<file path="src/rtl/lsu_arb_pkg.sv">
// Shared types and constants for the LSU line-buffer arbiter.
package lsu_arb_pkg;

  localparam int PIXELS_PER_BEAT = 16;
  localparam int DEF_DATA_WIDTH  = PIXELS_PER_BEAT * 8;
  localparam int DEF_ADDR_WIDTH  = 14;
  localparam int STAT_WIDTH      = 16;
  localparam int MAX_RD          = 8;

  function automatic logic [2:0] onehot_to_idx(input logic [MAX_RD-1:0] oh);
    logic [2:0] idx;
    idx = '0;
    for (int i = 0; i < MAX_RD; i++)
      if (oh[i]) idx = idx | 3'(i);
    return idx;
  endfunction

endpackage

</file>
<file path="src/rtl/rr_arbiter.sv">
// Round-robin selector: first requester at or after rr_ptr (with wrap) wins.
// stall only masks the grant; sel_valid/grant_idx still reflect the selection.
module rr_arbiter import lsu_arb_pkg::*; #(
  parameter  int NUM_RD = 3,
  localparam int IDX_W  = $clog2(NUM_RD)
) (
  input  logic [NUM_RD-1:0] req,
  input  logic [IDX_W-1:0]  rr_ptr,
  input  logic              stall,
  output logic [NUM_RD-1:0] grant,
  output logic [IDX_W-1:0]  grant_idx,
  output logic              sel_valid
);

  logic [NUM_RD-1:0] sel;
  logic              found;

  always_comb begin
    sel   = '0;
    found = 1'b0;
    for (int k = 0; k < NUM_RD; k++) begin
      if (!found && req[(int'(rr_ptr) + k) % NUM_RD]) begin
        sel[(int'(rr_ptr) + k) % NUM_RD] = 1'b1;
        found = 1'b1;
      end
    end
  end

  assign sel_valid = found;
  assign grant_idx = IDX_W'(onehot_to_idx(MAX_RD'(sel)));
  assign grant     = stall ? '0 : sel;

endmodule

</file>
<file path="src/rtl/lsu_arbiter.sv">
// Shares the LSU line buffer between NUM_RD round-robin readers and one writer.
// Optional statistics counters are enabled with `define LSU_ARB_STATS_EN.
module lsu_arbiter import lsu_arb_pkg::*; #(
  parameter int DATA_WIDTH = DEF_DATA_WIDTH,
  parameter int ADDR_WIDTH = DEF_ADDR_WIDTH,
  parameter int NUM_RD     = 3
) (
  input  logic                         clk,
  input  logic                         rst,
  input  logic [NUM_RD-1:0]            rd_req_valid,
  input  logic [NUM_RD*ADDR_WIDTH-1:0] rd_req_addr,
  output logic [NUM_RD-1:0]            rd_req_ready,
  output logic [NUM_RD-1:0]            rd_resp_valid,
  output logic [DATA_WIDTH-1:0]        rd_resp_data,
  input  logic                         wr_valid,
  input  logic [ADDR_WIDTH-1:0]        wr_addr,
  input  logic [DATA_WIDTH-1:0]        wr_data,
  output logic                         wr_ready,
  output logic                         lsu_read_enable,
  output logic [ADDR_WIDTH-1:0]        lsu_read_ptr,
  input  logic [DATA_WIDTH-1:0]        lsu_read_data,
  output logic                         lsu_write_enable,
  output logic [ADDR_WIDTH-1:0]        lsu_write_ptr,
  output logic [DATA_WIDTH-1:0]        lsu_write_data
`ifdef LSU_ARB_STATS_EN
  ,
  input  logic                         stats_clr,
  output logic [NUM_RD*STAT_WIDTH-1:0] grant_count,
  output logic [STAT_WIDTH-1:0]        hazard_count
`endif
);

  localparam int IDX_W = $clog2(NUM_RD);

  if (NUM_RD < 2 || NUM_RD > MAX_RD) begin : g_bad_num_rd
    $error("lsu_arbiter: NUM_RD must be in 2..8");
  end

  logic [NUM_RD-1:0][ADDR_WIDTH-1:0] addr_v;
  logic [NUM_RD-1:0]                 grant;
  logic [IDX_W-1:0]                  grant_idx, rr_ptr, resp_owner;
  logic                              sel_valid, hazard, resp_vld;
  logic [ADDR_WIDTH-1:0]             sel_addr;

  assign addr_v   = rd_req_addr;
  assign sel_addr = addr_v[grant_idx];

  assign wr_ready         = !rst;
  assign lsu_write_enable = wr_valid & wr_ready;
  assign lsu_write_ptr    = wr_addr;
  assign lsu_write_data   = wr_data;

  // Buffer reads old data on a same-cycle collision, so hold the read one cycle.
  assign hazard = lsu_write_enable & sel_valid & (sel_addr == wr_addr);

  rr_arbiter #(.NUM_RD(NUM_RD)) u_rr (
    .req       (rd_req_valid),
    .rr_ptr    (rr_ptr),
    .stall     (hazard | rst),
    .grant     (grant),
    .grant_idx (grant_idx),
    .sel_valid (sel_valid)
  );

  assign rd_req_ready    = grant;
  assign lsu_read_enable = |grant;
  assign lsu_read_ptr    = sel_addr;

  always_ff @(posedge clk or posedge rst) begin
    if (rst) begin
      rr_ptr     <= '0;
      resp_vld   <= 1'b0;
      resp_owner <= '0;
    end else begin
      resp_vld <= |grant;
      if (|grant) begin
        resp_owner <= grant_idx;
        rr_ptr     <= (grant_idx == IDX_W'(NUM_RD - 1)) ? '0 : grant_idx + 1'b1;
      end
    end
  end

  assign rd_resp_valid = resp_vld ? (NUM_RD'(1) << resp_owner) : '0;
  assign rd_resp_data  = lsu_read_data;

`ifdef LSU_ARB_STATS_EN
  logic [NUM_RD-1:0][STAT_WIDTH-1:0] gcnt;
  logic [STAT_WIDTH-1:0]             hcnt;

  always_ff @(posedge clk or posedge rst) begin
    if (rst) begin
      gcnt <= '0;
      hcnt <= '0;
    end else if (stats_clr) begin
      gcnt <= '0;
      hcnt <= '0;
    end else begin
      for (int i = 0; i < NUM_RD; i++)
        if (grant[i] && gcnt[i] != '1) gcnt[i] <= gcnt[i] + 1'b1;
      if (hazard && hcnt != '1) hcnt <= hcnt + 1'b1;
    end
  end

  assign grant_count  = gcnt;
  assign hazard_count = hcnt;
`else
  // Default build carries no statistics state.
`endif

endmodule

</file>
<file path="config.mk">
export PLATFORM = sky130hd
export DESIGN_NAME = lsu_arbiter
export DESIGN_NICKNAME = d
export VERILOG_FILES = /design/src/rtl/lsu_arb_pkg.sv /design/src/rtl/rr_arbiter.sv /design/src/rtl/lsu_arbiter.sv
export SDC_FILE = /design/constraint.sdc
export NUM_CORES = 1
export LEC_CHECK = 0
export BUFFER_PORTS_ARGS = -buffer_cell sky130_fd_sc_hd__buf_2
export CELL_PAD_IN_SITES_DETAIL_PLACEMENT = 1
export CELL_PAD_IN_SITES_GLOBAL_PLACEMENT = 1
export CORE_AREA = 2 2 239 241
export DETAILED_ROUTE_END_ITERATION = 12
export DIE_AREA = 0 0 241 243
export PLACE_DENSITY_LB_ADDON = 0.1
export SYNTH_ARGS = -nofsm -noshare
export SYNTH_HDL_FRONTEND = slang
export SYNTH_SLANG_ARGS = --single-unit
</file>
<file path="constraint.sdc">
create_clock -name clk -period 4.1 [get_ports clk]
set_input_delay 0.205 -clock clk [delete_from_list [all_inputs] [get_ports clk]]
set_output_delay 0.205 -clock clk [all_outputs]
set_load 0.05 [all_outputs]
</file>
==> impl_table.tex <==
\begin{tabular}{lr}
\hline
Metric & Value \\
\hline
\multicolumn{2}{l}{\textbf{Clocking}} \\
\quad CTS Root Cell & sky130\_fd\_sc\_hd\_\_clkbuf\_16 \\
\quad Clock transition at the register clock pins on the worst setup and hold paths after CTS & 0.03 ns \\
\quad TritonCTS clock tree & built \\
\quad CTS buffer count & 3 \\
\quad H-Tree Level Count & 1 \\
\quad Clock latency at the later pin of the worst-skew pair & 0.23 ns \\
\quad Clock sink count & 5 \\
\quad Number of buffers between clock root and the deepest sink & 2 \\
\multicolumn{2}{l}{\textbf{Route}} \\
\quad Drt pass-1 iters & 4 \\
\quad Iteration-0 DRC Markers & 101 \\
\quad Vias after detailed routing & 2679 \\
\quad Final ANT Viol Nets & 0 \\
\quad Total Routed Length & 16800 um \\
\quad Routed WL per cell & 15.6 um \\
\quad Number of vias per cell after detailed routing & 2.48 \\
\quad Drt drc & 0 \\
\multicolumn{2}{l}{\textbf{Cells and area}} \\
\quad Area taken by multi-input logic gates & 1400 um\^{}2 \\
\quad Final core utilization & 0.0605 \\
\quad Total area of sequential cells & 126 um\^{}2 \\
\quad Signed area change from the synthesized netlist to the final layout & -6.98\% \\
\quad Post-route standard cell area excluding fillers & 3390 um\^{}2 \\
\quad Fraction of final layout cells with drive strength greater than 1 & 0.434 \\
\quad Number of nets at the end of the flow & 648 \\
\quad Fillcell total & 6744 \\
\multicolumn{2}{l}{\textbf{Setup path}} \\
\quad Worst path bufs/invs & 6 \\
\quad Crit path from & rr\_ptr[0] \\
\quad Worst-path cell with the longest stage delay & sky130\_fd\_sc\_hd\_\_or4b\_4 \\
\quad Delay-heaviest family, CP & compound AO/OA/AOI/OAI gates \\
\quad Highest fanout seen on the critical path & 18 \\
\quad Worst reg2reg endpoint & rr\_ptr[0] \\
\quad Arrival time of the worst setup path & 3.73 ns \\
\quad Worst setup SP type & flop \\
\quad Crit. path cell count & 15 \\
\quad End of the critical path & rd\_req\_ready[0] \\
\quad Most Frequent Cell on Critical Path & sky130\_fd\_sc\_hd\_\_buf\_4 \\
\quad Data required time at the worst endpoint & 3.89 ns \\
\quad Critical path class & flop to primary output \\
\quad Kind of end point of the critical path & primary output \\
\quad Length in cells of the worst reg-to-reg path & 15 \\
\quad Internal reg-to-reg setup slack & 0.50 ns \\
\quad Worst r2r src & rr\_ptr[0] \\
\quad Worst path cell trace & inv\_1 > ha\_4 > nor2b\_1 > and3b\_2 > o211a\_1 > buf\_12 > a211oi\_4 > a221oi\_1 > or4b\_4 > a2111oi\_4 > buf\_4 > buf\_4 > a211oi\_1 > buf\_4 > buf\_12 \\
\quad Crit path largest cell delay & 0.57 ns \\
\multicolumn{2}{l}{\textbf{Place}} \\
\quad Total half-perimeter wirelength after legalization and detailed placement & 14400 um \\
\quad I/O Buffers & 98 \\
\quad DP Area & 3150 um\^{}2 \\
\quad Routability cong. & 0.673 \\
\multicolumn{2}{l}{\textbf{Timing}} \\
\quad Final critical-path share of the clock period & 0.960 \\
\quad Worst max-slew margin expressed relative to the limit & 0.659 \\
\quad Hold Worst Slack & 0.410 ns \\
\quad Unrepaired setup endpoints after global routing & false \\
\quad Slew @ Worst Pin & 0.509 ns \\
\quad Final max-slew violation count & 0 \\
\quad Accumulated negative setup slack & 0 ns \\
\quad Number of hold-slack violations in the final timing report & 0 \\
\quad Setup Viol. Count Final & 0 \\
\quad Highest clock frequency the design can meet & 254 MHz \\
\quad Final Skew & 0.0000801 ns \\
\quad Final Critical Period & 3.93 ns \\
\multicolumn{2}{l}{\textbf{Global route}} \\
\quad Global-route congestion overflow total & 0 \\
\quad Pin count of the biggest net entering global routing & 39 \\
\quad First-pass GRT wire length & 22300 um \\
\quad All-Layer GR Usage & 0.0529 \\
\quad Via count of the first global-routing pass & 2885 \\
\quad Antenna violations before repair & 3 \\
\multicolumn{2}{l}{\textbf{Synth}} \\
\quad Cell count after synthesis & 490 \\
\quad Unique masters post-synth & 49 \\
\quad Area share of the leading cell type in the synthesized netlist & 0.557 \\
\quad Leading register cell type out of synthesis & sky130\_fd\_sc\_hd\_\_dfrtp\_1 \\
\quad Synth async-reset ratio & 1.00 \\
\quad Synthesized flop and latch total & 5 \\
\quad Mean post-synth cell area & 7.43 um\^{}2 \\
\quad Netlist area before placement & 3640 um\^{}2 \\
\quad Most area-consuming cells after synthesis & sky130\_fd\_sc\_hd\_\_buf\_4 56\%, sky130\_fd\_sc\_hd\_\_dfrtp\_1 3.4\%, sky130\_fd\_sc\_hd\_\_nand2\_1 3.2\%, sky130\_fd\_sc\_hd\_\_o2111ai\_1 3.1\%, sky130\_fd\_sc\_hd\_\_o211ai\_1 2.9\% \\
\quad Number of enable-type register cells in the synthesized netlist & 0 \\
\quad Cell with the most instances after synthesis & sky130\_fd\_sc\_hd\_\_buf\_4 \\
\quad Most numerous cell types in the synthesized netlist & 270 x sky130\_fd\_sc\_hd\_\_buf\_4, 31 x sky130\_fd\_sc\_hd\_\_nand2\_1, 16 x sky130\_fd\_sc\_hd\_\_inv\_1, 14 x sky130\_fd\_sc\_hd\_\_o211ai\_1, 13 x sky130\_fd\_sc\_hd\_\_o2111ai\_1 \\
\quad Sequential fraction of the synthesis area & 0.0344 \\
\quad Yosys top cell by area & sky130\_fd\_sc\_hd\_\_buf\_4 \\
\quad Post-synthesis net count & 812 \\
\quad Warning count from the yosys run & 0 \\
\multicolumn{2}{l}{\textbf{Flow run}} \\
\quad Max-cap violation count & 0 \\
\multicolumn{2}{l}{\textbf{Pwr}} \\
\quad Relative contribution of the clock network to total power & 0.061 \\
\quad Worst IR drop on VDD & 0.300 mV \\
\quad Switching pwr & 1660 uW \\
\quad Internal Power & 1010 uW \\
\quad Switching part of the total power & 0.622 \\
\quad Power share of the combinational group & 0.905 \\
\quad Total power consumption of the routed design & 2670 uW \\
\quad Static Leakage & 0.00121 uW \\
\quad Power density relative to cell area & 789 nW/um\^{}2 \\
\quad Sequential share of power & 0.034 \\
\multicolumn{2}{l}{\textbf{Die}} \\
\quad Number of top-level design ports & 611 \\
\quad Floorplan Core Area & 56000 um\^{}2 \\
\quad Row cnt & 87 \\
\quad Vertical die dimension & 243 um \\
\quad Initial Util & 0.0651 \\
\quad Horiz. Die Dim & 241 um \\
\quad Die Area & 58600 um\^{}2 \\
\multicolumn{2}{l}{\textbf{Hold path}} \\
\quad Min-Delay Path Class & primary input to primary output \\
\quad Worst hold path stage count & 0 \\
\multicolumn{2}{l}{\textbf{Run status}} \\
\quad Result of the run & finished clean \\
\hline
\end{tabular}
==> worst register-to-register path, delay by kind of cell (launching register included) <==
kind	cells	cell delay (ns)
AO/OA/AOI/OAI	6	1.15
flip-flops	1	0.41
AND/OR/NAND/NOR	3	0.88
adder cells (fa/ha/maj)	1	0.30
buffers and inverters	5	0.71
==> state kept, by name (all words and copies together) (netlist names) <==
name / count
rr_ptr: 2
resp_owner: 2
resp_vld: 1
==> worst min-delay path by stage <==
stage	end	from	slack, ns
finish	lsu_write_data[101]	wr_data[101]	0.41
global route	lsu_write_data[25]	wr_data[25]	0.41
CTS	lsu_write_data[107]	wr_data[107]	0.41
detailed placement	rr_ptr[1]	rst	0.22
global placement	rr_ptr[1]	rst	0.22
floorplan	resp_owner[0]	rst	0.15
==> kinds of logic (layout without fill, tap and decap cells) <==
group                      after synthesis  in the layout  share of synthesized area
other                                    0              1                          0
and+or+nand+nor                         71             71                      0.101
buffers and inverters                  306            141                      0.599
DFF                                      5              5                     0.0344
AOI/OAI and AO/OA                       99             99                      0.237
adders and majority gates                4              4                     0.0137
muxes                                    5              5                     0.0141
==> cell usage in the layout (no fill, tap or decap), types with 3 or more instances in the layout <==
cell,instances
sky130_fd_sc_hd__nand2_1,31
sky130_fd_sc_hd__a221oi_1,5
sky130_fd_sc_hd__nand3_1,4
sky130_fd_sc_hd__o211ai_1,14
sky130_fd_sc_hd__a32oi_1,10
sky130_fd_sc_hd__buf_2,96
sky130_fd_sc_hd__mux2i_1,4
sky130_fd_sc_hd__and2_1,10
sky130_fd_sc_hd__dfrtp_1,4
sky130_fd_sc_hd__o31ai_1,4
sky130_fd_sc_hd__and3_1,3
sky130_fd_sc_hd__a22oi_1,4
sky130_fd_sc_hd__a22o_1,11
sky130_fd_sc_hd__inv_1,16
sky130_fd_sc_hd__nor2b_1,5
sky130_fd_sc_hd__buf_12,6
sky130_fd_sc_hd__buf_4,14
sky130_fd_sc_hd__nand3b_1,3
sky130_fd_sc_hd__clkbuf_16,4
sky130_fd_sc_hd__a221o_1,9
sky130_fd_sc_hd__o2111ai_1,13
sky130_fd_sc_hd__nand2b_1,4
sky130_fd_sc_hd__o2bb2ai_1,3
sky130_fd_sc_hd__nor2_1,4
==> power by group through the flow <==
stage | logic [uW] | clock network (uW) | registers [uW]
floorplan | 2180 | 0 | 84.3
finish | 2420 | 163 | 91.5
detailed placement | 2320 | 0 | 90.3
global route | 2630 | 168 | 95.7
global placement | 2330 | 0 | 90.4
CTS | 2340 | 166 | 89.8
==> metal layers <==
layer	vias up	track usage	wire length [um]
li1	1099	-	-
met3	57	0.0212	1640
met1	1279	0.0561	6280
met2	244	0.0953	8510
met5	-	0.00168	0
met4	0	0.0151	410
==> final cells by class <==
class | instances | area share
Timing Repair Buffer | 121 | 0.228
Tap cell | 756 | 0.279
Multi-Input combinational cell | 179 | 0.414
Clock buffer | 4 | 0.0233
Inverter | 16 | 0.0177
Sequential cell | 5 | 0.0373
Antenna cell | 1 | 0.000739
==> repair_timing <==
item / CTS / global route
hold endpoints to repair: 5 / 0
setup buffers: 0 / 5
endpoints found under the setup margin: 3 / 4
gates cloned: 0 / 1
pin swaps: 0 / 7
hold buffers: 1 / 0
resized for setup: 2 / 16
==> per-stage QoR <==
step           instances  setup WS [ns]
6_report            1082          0.166
3_5_place_dp        1070          0.169
3_3_place_gp        1070          0.238
2_1_floorplan        490          0.135
5_1_grt             1081        0.00120
4_1_cts             1075        0.00320
Note: power is estimated with default switching activity, not from simulation.
